File: src/rtl/wb_regfile_pkg.sv
// wb_regfile_pkg: pipeline-wide register-index, width and bubble constants.
package wb_regfile_pkg;
    localparam int REG_IDX_W = 5;
    localparam logic [REG_IDX_W-1:0] REG_ZERO = 5'd0;
    localparam int DATA_W_DEF = 32;
    localparam logic ID_EX_BUBBLE = 1'b0;
endpackage

File: src/rtl/regfile_2r1w.sv
// regfile_2r1w: 32-entry 2-read/1-write register array; WB_BYPASS_EN forwards same-cycle writes to the read ports.
module regfile_2r1w
    import wb_regfile_pkg::*;
#(
    parameter int DATA_W = DATA_W_DEF
) (
    input  logic                 clock,
    input  logic                 reset,
    input  logic                 we,
    input  logic [REG_IDX_W-1:0] waddr,
    input  logic [DATA_W-1:0]    wdata,
    input  logic [REG_IDX_W-1:0] raddr_a,
    input  logic [REG_IDX_W-1:0] raddr_b,
    output logic [DATA_W-1:0]    rdata_a,
    output logic [DATA_W-1:0]    rdata_b,
    output logic                 wr_eff
);
    logic [DATA_W-1:0] regs [32];

    assign wr_eff = we && waddr != REG_ZERO;

    // entry 0 is never written, so it reads 0 without a separate guard
    always_ff @(posedge clock or negedge reset)
        if (!reset)
            for (int i = 0; i < 32; i++) regs[i] <= '0;
        else if (wr_eff)
            regs[waddr] <= wdata;

`ifdef WB_BYPASS_EN
    assign rdata_a = (wr_eff && waddr == raddr_a) ? wdata : regs[raddr_a];
    assign rdata_b = (wr_eff && waddr == raddr_b) ? wdata : regs[raddr_b];
`else
    assign rdata_a = regs[raddr_a];
    assign rdata_b = regs[raddr_b];
`endif
endmodule

File: src/rtl/wb_regfile.sv
// wb_regfile: MIPS write-back register file with ID/EX capture and retired-write counter (WB_BYPASS_EN enables write-first read).
module wb_regfile
    import wb_regfile_pkg::*;
#(
    parameter int DATA_W = DATA_W_DEF,
    parameter int CNT_W  = 16
) (
    input  logic                 clock,
    input  logic                 reset,
    input  logic [REG_IDX_W-1:0] mem_wb_regdest,
    input  logic                 mem_wb_writereg,
    input  logic [DATA_W-1:0]    mem_wb_wbvalue,
    input  logic [REG_IDX_W-1:0] if_id_rs,
    input  logic [REG_IDX_W-1:0] if_id_rt,
    input  logic                 id_stall,
    input  logic                 id_flush,
    output logic [DATA_W-1:0]    id_ex_rsvalue,
    output logic [DATA_W-1:0]    id_ex_rtvalue,
    output logic [REG_IDX_W-1:0] id_ex_rs,
    output logic [REG_IDX_W-1:0] id_ex_rt,
    output logic [CNT_W-1:0]     wb_commit_count
);
    localparam int IDEX_W = 2 * DATA_W + 2 * REG_IDX_W;
    localparam logic [IDEX_W-1:0] BUBBLE = {IDEX_W{ID_EX_BUBBLE}};

    logic [DATA_W-1:0] rd_a, rd_b;
    logic wr_eff;

    regfile_2r1w #(.DATA_W(DATA_W)) u_rf (
        .clock   (clock),
        .reset   (reset),
        .we      (mem_wb_writereg),
        .waddr   (mem_wb_regdest),
        .wdata   (mem_wb_wbvalue),
        .raddr_a (if_id_rs),
        .raddr_b (if_id_rt),
        .rdata_a (rd_a),
        .rdata_b (rd_b),
        .wr_eff  (wr_eff)
    );

    // flush beats stall; write-back and its counter never stall
    always_ff @(posedge clock or negedge reset)
        if (!reset) begin
            {id_ex_rsvalue, id_ex_rtvalue, id_ex_rs, id_ex_rt} <= BUBBLE;
            wb_commit_count <= '0;
        end else begin
            if (id_flush)
                {id_ex_rsvalue, id_ex_rtvalue, id_ex_rs, id_ex_rt} <= BUBBLE;
            else if (!id_stall)
                {id_ex_rsvalue, id_ex_rtvalue, id_ex_rs, id_ex_rt} <= {rd_a, rd_b, if_id_rs, if_id_rt};
            if (wr_eff)
                wb_commit_count <= wb_commit_count + CNT_W'(1);
        end
endmodule

File: config.mk
export PLATFORM = sky130hd
export DESIGN_NAME = wb_regfile
export DESIGN_NICKNAME = d
export VERILOG_FILES = /design/src/rtl/wb_regfile_pkg.sv /design/src/rtl/regfile_2r1w.sv /design/src/rtl/wb_regfile.sv
export SDC_FILE = /design/constraint.sdc
export NUM_CORES = 2
export LEC_CHECK = 0
export BUFFER_PORTS_ARGS = -buffer_cell sky130_fd_sc_hd__buf_2
export CAP_MARGIN = 15
export CORE_ASPECT_RATIO = 0.5
export CORE_UTILIZATION = 45
export CTS_CLUSTER_DIAMETER = 200
export CTS_CLUSTER_SIZE = 12
export DETAILED_ROUTE_END_ITERATION = 8
export SYNTH_ARGS = -nofsm -noshare
export SYNTH_HDL_FRONTEND = slang
export SYNTH_SLANG_ARGS = --single-unit
File: constraint.sdc
create_clock -name clock -period 3.5 [get_ports clock]
set_clock_uncertainty 0.2 [all_clocks]
set_input_delay 0.175 -clock clock [delete_from_list [all_inputs] [get_ports clock]]
set_output_delay 0.175 -clock clock [all_outputs]
set_load 0.01 [all_outputs]
==> key figures <==
Run status
  – Status: finished, final reports clean

Worst setup path
  – Crit path launch: mem_wb_writereg
  – Kind of critical path: in -> reg
  – Critical Path Stages: 6
  – Cell family with most CP delay: simple AND/OR/NAND/NOR gates
  – Max Fanout on Critical Path: 12
  – CP endpoint kind: register
  – Cell Chain, Critical Path: dlygate4sd3_1 -> buf_2 -> nand3b_1 -> nor2_4 -> buf_12 -> mux2_2
  – Critical Path RT: 3.90 ns
  – Cells on worst reg2reg path: 4
  – Setup crit start kind: input pin
  – Largest stage delay, worst path: 0.84 ns
  – Worst path slowest cell: nor2_4
  – Arr. time, crit path: approximately 2.8 ns
  – Worst path buffer plus inverter count: 3
  – FF-to-FF Start: id_ex_rs[3]

Global route
  – Initial antenna violation count: 4
  – GRT overflow: 0
  – Vias in the first global route: 39262
  – First-pass GRT wire length: roughly 280 mm
  – All-Layer GR Usage: 0.2937
  – Largest net degree at the start of global routing: 122

Clock network
  – Root Driver: clkbuf_16
  – CTS Sinks: 1114
  – H-tree depth: 3
  – CTS tree: built
  – Setup Fix Bufs, Post-CTS: 0
  – Clock Pin Slew Worst Setup and Hold Paths: ~0.060 ns
  – Clock Latency Late Sink: 0.72 ns
  – Clock buffer depth: 3
  – CTS buffer count: between 100 and 150

Detailed routing
  – Initial drt markers: ~3600
  – Final ANT Viol Nets: 0
  – Avg WL per Cell: 32.62 µm
  – Final WL: 189.7 mm
  – Total number of vias: 38458
  – Detailed Routing Iterations Pass 1: 5
  – Vias per cell: 6.614
  – DR DRC count: 0

Timing
  – Setup TNS Final: 0 ns
  – Relative slew slack: 0.3641
  – Min Tclk post-route: 2.351 ns
  – RSZ-0062 raised after global routing: false
  – Tcrit/Tclk final: 0.6717
  – Fmax: ~430 MHz
  – Final Hold Viols: 0
  – Pin slew with the least headroom to its limit: between 0.9 and 1 ns
  – Final setup viols: 0
  – Max Transition Viols Final: 0

Placement
  – Post-DP HPWL: about 110 mm
  – IO Port Bufs: ~140
  – Final estimated routing congestion in global placement: 0.8178
  – Dpl cells: 5654

Yosys
  – Syn Std Cell Area: 0.05747 mm²
  – Most common library cells after synthesis: dfrtp_1 (1114), mux2_2 (992), mux2i_1 (520), a22oi_1 (382), mux4_2 (256)
  – Distinct cells, synth: 44
  – Largest area contributor in the netlist: dfrtp_1
  – Ranking of synthesized cells by area: dfrtp_1 (49%), mux2_2 (19%), mux4_2 (10%)
  – Syn_area_per_cell: 13.95 µm²
  – Asr flop ratio synth: 1.000
  – Top cell type's share of synthesized area: 0.4850
  – Sequential element share of the synthesized area: 0.4850
  – Syn Inst Count: just over 4000
  – Most frequent cell after synthesis: dfrtp_1
  – Flops & latches, synth: 1114
  – Ys Warns: 0
  – Ys flop type: dfrtp_1
  – Syn nets: 4173
  – Post-synth EDFFs: 0

Floorplan
  – Die area: ~0.13 mm²
  – Starting density of the core: 0.4551
  – Die H: 254.7 µm
  – Die Span X: 507.4 µm
  – Num ports: around 140
  – Core box area: 0.1263 mm²
  – Row cnt: 92

Power and ir drop
  – Leakage power: 28.63 nW
  – Worst VDD drop: around 0.36 mV
  – Pwr dens: 535.0 mW/mm²

Finish
  – Final layout net count: between 4000 and 5000
  – # fillers: about 11000
  – Multi-input logic area: 0.02777 mm²
  – Register area: 0.02788 mm²
  – Syn-to-layout area delta: 10.81%
  – Fin cells: 5815
  – Share of layout cells above drive strength 1: 0.4158

Min path
  – Hold path depth: 4
  – Hold wc startpoint: mem_wb_regdest[2]
  – Hold Path Class: in -> reg

Run
  – MaxCap Viol Count: 0
state kept, by name, summed over array words and instances, names as in the netlist:
name,count
id_ex_rtvalue,32
wb_commit_count,16
id_ex_rsvalue,32
u_rf.regs,1024
id_ex_rs,5
id_ex_rt,5
report_power, final:
group / internal [mW] / switching, mW / leakage, nW
Combinational: 3.86 / 2.99 / 12.9
Clock: 5.32 / 4.86 / 1.33
Sequential: 15.2 / 1.81 / 14.4
Total: 24.4 / 9.66 / 28.6
what timing repair did:
item / CTS / global route
hold endpoints to repair: 1861 / 0
hold buffers: 48 / 0
gates resized for setup: 0 / 0
cell families (layout without fill, tap and decap cells):
kind of cell,after synthesis,in the layout,share of synthesized area
xor gates and xnor gates,15,15,0.002286
and+or+nand+nor,248,248,0.02216
other,0,3,0
muxes,1769,1769,0.3854
adders and majority gates,1,1,0.0002177
buffers and inverters,459,459,0.03631
AOI/OAI and AO/OA,514,514,0.06853
DFF,1114,1114,0.4850
layer usage:
metal / share of wire / global-route usage / up-vias / routed length, µm
li1: - / - / 15666 / -
met1: 0.43 / 0.4088 / 20801 / 81850
met2: 0.46 / 0.4559 / 1641 / 86590
met3: 0.078 / 0.06241 / 350 / 14880
met4: 0.034 / 0.1024 / 0 / 6381
met5: 0 / 0 / - / 0
path summary, 6_finish.rpt:
kind	slack [ns]	to
worst max register to register	1.50	id_ex_rs[3]
min in group asynchronous	0.12	u_rf.regs[435]
worst min register to register	0.20	u_rf.regs[1021]
worst min-delay path	0.03	wb_commit_count[0]
worst max-delay path	1.15	u_rf.regs[85]
max in group asynchronous	2.24	id_ex_rtvalue[1]
tightest hold or removal path, delay by kind of cell:
kind / cells / cell delay (ns)
xor gates and xnor gates: 1 / 0.09
AOI/OAI and AO/OA: 1 / 0.24
and+or+nand+nor: 1 / 0.21
buffers and inverters: 1 / 0.19
stage by stage:
| step | hold WS (ns) | area, µm² | power, mW | setup WS, ns | utilization |
|---|---|---|---|---|---|
| after CTS | 0.0002438 | 63680 | 34.15 | 1.226 | 0.5043 |
| after floorplan | -0.3206 | 57470 | 21.69 | 1.565 | - |
| after detailed placement | 0.01426 | 60480 | 23.96 | 0.9073 | 0.4790 |
| after global placement | 0.01317 | 60480 | 23.61 | 0.9565 | 0.4790 |
| final | 0.02697 | 63690 | 34.07 | 1.149 | 0.5044 |
| after global routing | 0.03985 | 63680 | 35.50 | 1.104 | 0.5043 |
cell type report:
class,count,area share
Timing Repair Buffer,345,0.05033
Antenna cell,3,0.0001179
Multi-Input combinational cell,2547,0.4360
Clock inverter,3,0.0005304
Tap cell,1692,0.03324
Inverter,4,0.0002358
Sequential cell,1114,0.4377
Clock buffer,107,0.04187
placed cells by master (no fill, tap or decap), drive strengths merged, types with 2 or more instances in the layout:
master / n
a21o: 63
mux2i: 520
o2111ai: 3
or3: 3
a32oi: 63
nand3: 131
buf: 298
nor4: 3
dlygate4sd3: 47
nand2: 30
nand3b: 4
nand4: 4
and2: 4
dfrtp: 1114
inv: 6
clkbuf: 107
xnor2: 5
mux4: 256
nor3: 4
xor2: 10
diode: 3
nor2b: 9
and3: 3
nor3b: 3
mux2: 993
or3b: 2
nor2: 38
or2: 2
nand4b: 4
a22oi: 382
(Power assumes the default switching activity.)
